### src/rtl/fft_sdf_r2_ctrl.sv
// rtl/fft_sdf_r2_ctrl.sv - radix-2 SDF stage controller with saturating complex butterfly
module cadd #(
    parameter int DATA_WIDTH = 16
) (
    input  logic [2*DATA_WIDTH-1:0] a,
    input  logic [2*DATA_WIDTH-1:0] b,
    output logic [2*DATA_WIDTH-1:0] y
);
    localparam int W = DATA_WIDTH;

    function automatic logic [W-1:0] sat_16(input logic [W:0] v);
        if (v[W] != v[W-1])
            return v[W] ? {1'b1, {(W-1){1'b0}}} : {1'b0, {(W-1){1'b1}}};
        return v[W-1:0];
    endfunction

    logic [W:0] sum_r, sum_i;

    always_comb begin
        sum_r = {a[2*W-1], a[2*W-1:W]} + {b[2*W-1], b[2*W-1:W]};
        sum_i = {a[W-1], a[W-1:0]} + {b[W-1], b[W-1:0]};
        y     = {sat_16(sum_r), sat_16(sum_i)};
    end
endmodule

module fft_sdf_r2_ctrl #(
    parameter int DELAY      = 8,
    parameter int DATA_WIDTH = 16
) (
    input  logic                    clock,
    input  logic                    reset,
    input  logic                    in_valid,
    output logic                    in_ready,
    input  logic [2*DATA_WIDTH-1:0] in_sample,
    input  logic                    flush,
    output logic                    out_valid,
    output logic [2*DATA_WIDTH-1:0] out_sample,
    output logic                    out_is_diff,
    output logic                    busy
);
    localparam int W    = DATA_WIDTH;
    localparam int CW   = (DELAY > 1) ? $clog2(DELAY) : 1;
    localparam int MEMD = 1 << CW;

    typedef enum logic [2:0] {EMPTY, FILL, BFLY, HOLD, DRAIN} state_t;

    function automatic logic [W-1:0] sat_16(input logic [W:0] v);
        if (v[W] != v[W-1])
            return v[W] ? {1'b1, {(W-1){1'b0}}} : {1'b0, {(W-1){1'b1}}};
        return v[W-1:0];
    endfunction

    state_t          state;
    logic [CW-1:0]   cnt;
    logic [CW-1:0]   cnt_next;
    logic            pend;
    logic            xfer;
    logic            wrap;
    logic [2*W-1:0]  mem [MEMD];
    logic [2*W-1:0]  head;
    logic [2*W-1:0]  sum;
    logic [2*W-1:0]  diff;
    logic [2*W-1:0]  mem_wdata;
    logic [W:0]      diff_r;
    logic [W:0]      diff_i;

    assign in_ready = (state != DRAIN);
    assign busy     = (state != EMPTY);
    assign xfer     = in_valid & in_ready;
    assign wrap     = (cnt == CW'(DELAY - 1));
    assign cnt_next = wrap ? '0 : cnt + 1'b1;
    assign head     = mem[cnt];

    cadd #(.DATA_WIDTH(W)) u_cadd (
        .a (head),
        .b (in_sample),
        .y (sum)
    );

    always_comb begin
        diff_r    = {head[2*W-1], head[2*W-1:W]} - {in_sample[2*W-1], in_sample[2*W-1:W]};
        diff_i    = {head[W-1], head[W-1:0]} - {in_sample[W-1], in_sample[W-1:0]};
        diff      = {sat_16(diff_r), sat_16(diff_i)};
        mem_wdata = (state == BFLY) ? diff : in_sample;
    end

    // The slot just read is always the slot rewritten, so one port pair suffices.
    always_ff @(posedge clock) begin
        if (xfer)
            mem[cnt] <= mem_wdata;
    end

    always_ff @(posedge clock) begin
        if (reset) begin
            state       <= EMPTY;
            cnt         <= '0;
            pend        <= 1'b0;
            out_valid   <= 1'b0;
            out_sample  <= '0;
            out_is_diff <= 1'b0;
        end else begin
            out_valid <= 1'b0;
            case (state)
                EMPTY: begin
                    if (xfer) begin
                        cnt   <= cnt_next;
                        state <= wrap ? BFLY : FILL;
                    end
                end
                FILL, HOLD: begin
                    if (xfer) begin
                        cnt <= cnt_next;
                        if (pend) begin
                            out_valid   <= 1'b1;
                            out_sample  <= head;
                            out_is_diff <= 1'b1;
                        end
                        if (wrap) begin
                            pend  <= 1'b0;
                            state <= BFLY;
                        end else begin
                            state <= FILL;
                        end
                    end else if (state == HOLD && flush) begin
                        state <= DRAIN;
                    end
                end
                BFLY: begin
                    if (xfer) begin
                        cnt         <= cnt_next;
                        out_valid   <= 1'b1;
                        out_sample  <= sum;
                        out_is_diff <= 1'b0;
                        if (wrap) begin
                            pend  <= 1'b1;
                            state <= HOLD;
                        end
                    end
                end
                DRAIN: begin
                    cnt         <= cnt_next;
                    out_valid   <= 1'b1;
                    out_sample  <= head;
                    out_is_diff <= 1'b1;
                    if (wrap) begin
                        pend  <= 1'b0;
                        state <= EMPTY;
                    end
                end
                default: state <= EMPTY;
            endcase
        end
    end
endmodule

### config.mk
export PLATFORM = sky130hd
export DESIGN_NAME = fft_sdf_r2_ctrl
export DESIGN_NICKNAME = d
export VERILOG_FILES = /design/src/rtl/fft_sdf_r2_ctrl.sv
export SDC_FILE = /design/constraint.sdc
export NUM_CORES = 1
export LEC_CHECK = 0
export ABC_CLOCK_PERIOD_IN_PS = 7070
export CELL_PAD_IN_SITES_DETAIL_PLACEMENT = 1
export CELL_PAD_IN_SITES_GLOBAL_PLACEMENT = 2
export CORE_MARGIN = 1.5
export CORE_UTILIZATION = 40
export DETAILED_ROUTE_END_ITERATION = 12
export GPL_TIMING_DRIVEN = 1
export HOLD_SLACK_MARGIN = 0.03
export PLACE_DENSITY = 0.85
export SETUP_SLACK_MARGIN = 0.05
export SLEW_MARGIN = 20
export SYNTH_ARGS = -nofsm -noshare
export SYNTH_HDL_FRONTEND = slang
export SYNTH_SLANG_ARGS = --single-unit
export TNS_END_PERCENT = 30
### constraint.sdc
create_clock -name clock -period 7.07 [get_ports clock]
set_clock_uncertainty 0.05 [all_clocks]
set_input_delay 2.121 -clock clock [delete_from_list [all_inputs] [get_ports clock]]
set_output_delay 2.121 -clock clock [all_outputs]
set_load 0.01 [all_outputs]
==> key figures <==
Run status
  • Status: finished clean

Synthesis
  • Mean Syn Cell Area: between 10 and 15 µm²
  • Syn Nets: around 1300
  • Synth Instances: 1137
  • Post-synth ARST share: 0
  • Post-synthesis mux area share: 0.120
  • Synth Area in Simple Gates: 0.0622
  • Distinct cell type count after synthesis: 77
  • XOR/XNOR Fraction of Synth Area: 0.0279
  • Synthesized area: between 15000 and 20000 µm²
  • Main combinational cell family by area after synthesis: compound AO/OA/AOI/OAI gates
  • Share of the synthesized area in the top cell type: 0.500
  • Number of synthesized flops with an enable pin: 256
  • Adder-Cell Fraction of Synth Area: 0.0745
  • Register area share after synthesis: 0.557
  • Area leader, netlist: edfxtp_1
  • Largest cells by area after synthesis: edfxtp_1, mux4_2, ha_1, dfxtp_1, mux2_2
  • Synth Area in Compound Gates: 0.125
  • Warnings, synthesis: 0
  • Post-synth top flop: edfxtp_1
  • Register bit total from synthesis: 300

Run
  • Max cap viols: 0

Layout
  • Most frequent cells in the layout: edfxtp_1, ha_1, clkdlybuf4s50_1
  • Commonest non-fill, non-tap cell in the layout: edfxtp_1
  • Ratio of cells with drive above 1 in the final layout: 0.167
  • NumNets Final: about 1300
  • Post-route design area: between 15000 and 20000 µm²
  • Synth-to-layout area growth: 14.5%

Pwr
  • Sw Pwr: approximately 1.2 mW
  • Sw frac: 0.272
  • Overall power: approximately 4.4 mW
  • Cell internal pwr: about 3.2 mW
  • Combinational share of power: 0.201
  • Flop pwr share: 0.449
  • Maximum VDD drop: between 0.00015 and 0.0002 V
  • Clk pwr share: 0.350
  • Pwr dens: about 250 nW/µm²
  • Leakage power: about 6.1 nW

Setup path
  • Setup CP Type: in2reg
  • Cell Chain, Critical Path: clkdlybuf4s50_1 -> inv_1 -> ha_1 -> o21a_1 -> o31a_1 -> o211ai_1 -> o211a_1 -> nor3_1 -> a21o_1 -> a21oi_1 -> xnor2_1 -> ha_1 -> o221ai_1 -> o211ai_1 -> a21boi_0
  • Worst Setup End Kind: flip-flop
  • Crit start category: primary input
  • Critical Path Slowest Stage Cell: a21boi_0
  • Crit path buf inv count: 2
  • Crit path max-delay family: compound AO/OA/AOI/OAI gates
  • CP max FO: 9
  • CP max stage delay: ~800 ps
  • Critical path data required time: between 7000 and 8000 ps
  • CP arrival: about 6300 ps

Timing
  • Max Slew Vio Count: 0
  • Max-slew headroom: 0.304
  • Post-route minimum period: around 6000 ps
  • RSZ-0062 raised after global routing: no
  • Final Hold Viols: 0
  • FMAX: roughly 160 MHz
  • Setup violations, final: 0
  • Worst-Margin Slew: between 1000 and 1500 ps
  • Period utilization: 0.870
  • Setup total negative slack: 0 ps
  • Final setup margin: approximately 920 ps

GRT
  • First-pass GRT wire length: between 60 and 70 mm
  • Gr usage total: 0.203
  • Vias in the first global route: 10000
  • Largest net degree at the start of global routing: 52
  • Global route overflow: 0
  • Initial antenna violation count: 1

Clocking
  • Total CTS buffers: 29
  • CTS tree: built
  • Post-CTS Resized: 0
  • Clock Latency Late Sink: 560 ps
  • Hold_buf cts: 0
  • Setup Buffers After CTS: 0
  • H-tree Lvls: 1
  • CTS max path bufs: 3
  • Clock transition at the registers of the reported paths: ~60 ps
  • Clock sink count: 300
  • Clock root buffer master: clkbuf_16

Floorplanning
  • Io pins: 72
  • Initial Util: 0.407
  • Core area: ~38000 µm²
  • Die Height: between 150 and 200 µm
  • Die Wd: approximately 200 µm
  • Die area: roughly 40000 µm²
  • Rows: a little over 70

Drt
  • Via density: 5.58
  • DRC Markers: 0
  • Antenna viol nets, final: 0
  • DRT iter0 DRCs: between 700 and 800
  • Detailed Routing Iterations Pass 1: 4
  • DR vias: 9676
  • Total wire length: approximately 40 mm
  • WL per Instance: between 20 and 25 µm

Placement
  • Area after DPL: between 15000 and 20000 µm²
  • Gpl congestion: around 0.84
  • Pre-CTS WS: between 400 and 500 ps
  • Port bufs: between 70 and 80
  • Detailed Place HPWL: ~27 mm

Hold path
  • Hold/Removal Path Class: reg2reg
## path summary, 6_finish.rpt
path / from / end / slack, ps / depth (start not counted)
worst max-delay path: in_sample[2] / mem[1][13]$_DFFE_PP_ / 920 / 15
worst min-delay path: out_sample[18]$_SDFFE_PP0P_ / out_sample[18]$_SDFFE_PP0P_ / 400 / 2
worst max register to register: flip-flop / mem[1][13]$_DFFE_PP_ / 1290 / 15
worst min register to register: out_sample[18]$_SDFFE_PP0P_ / out_sample[18]$_SDFFE_PP0P_ / 400 / 2
## cells in the mapped netlist, types with 11 or more instances
library cell    n
a211oi_1       22
a21oi_1        56
buf_2          16
clkbuf_1       31
dfxtp_1        44
edfxtp_1      256
ha_1           82
inv_1          67
mux2_2         32
mux4_2         64
nand2_1        40
nand3_1        12
nor2_1         70
nor2b_1        12
nor3_1         17
o211ai_1       11
o21ai_0        51
o221a_2        12
o22ai_1        18
xnor2_1        34
xor2_1         15
## power by group through the flow
stage	registers, mW	clock network (mW)	logic, mW
after floorplan	2.00	0	0.655
after global placement	2.01	0	0.862
after detailed placement	2.01	0	0.869
after CTS	1.97	1.57	0.879
after global routing	1.98	1.62	0.967
final	1.97	1.54	0.885
## through the flow
| stage | util | hold WS, ps | cells |
|---|---|---|---|
| floorplan | - | 423 | 1137 |
| global placement | 0.442 | 391 | 1681 |
| detailed placement | 0.442 | 404 | 1681 |
| CTS | 0.466 | 411 | 1733 |
| global route | 0.466 | 436 | 1733 |
| finish | 0.466 | 404 | 1734 |
## layer usage
metal	global-route usage	vias up	share of wire
li1	-	4501	-
met1	0.303	4915	0.49
met2	0.314	216	0.45
met3	0.0228	44	0.042
met4	0.0530	0	0.020
met5	0	-	0
## flip-flops by register name, summed over array words and instances (netlist names), named ones only
name and count:
out_valid 1, cnt 3, mem 256, out_sample 32
pend 1, out_is_diff 1, state 3
## worst register-to-register path, cell delays in order, from the launching register on
cell and delay [ps]:
dfxtp_4 780, mux4_2 610, mux2_2 360, ha_1 510
o21a_1 180, o31a_1 220, o211ai_1 170, o211a_1 240
nor3_1 300, a21o_1 170, a21oi_1 110, xnor2_1 170
ha_1 330, o221ai_1 270, o211ai_1 200, a21boi_0 800
## final cells by class
cell class              instances  area (µm²)
fillers                      3824       20100
flip-flops and latches        300        8570
multi-input cells             713        6360
repair buffers                 89         846
clock buffers                  32         737
well taps                     511         639
inverters                      68         255
clock inverters                20         196
diodes                          1        2.50
## logic make-up after synthesis
family	after synthesis
AOI/OAI and AO/OA	275
xor gates and xnor gates	49
adders and majority gates	90
buffers and inverters	124
DFF	300
muxes	100
and+or+nand+nor	199
No activity file was read; power rests on OpenSTA's default activity.
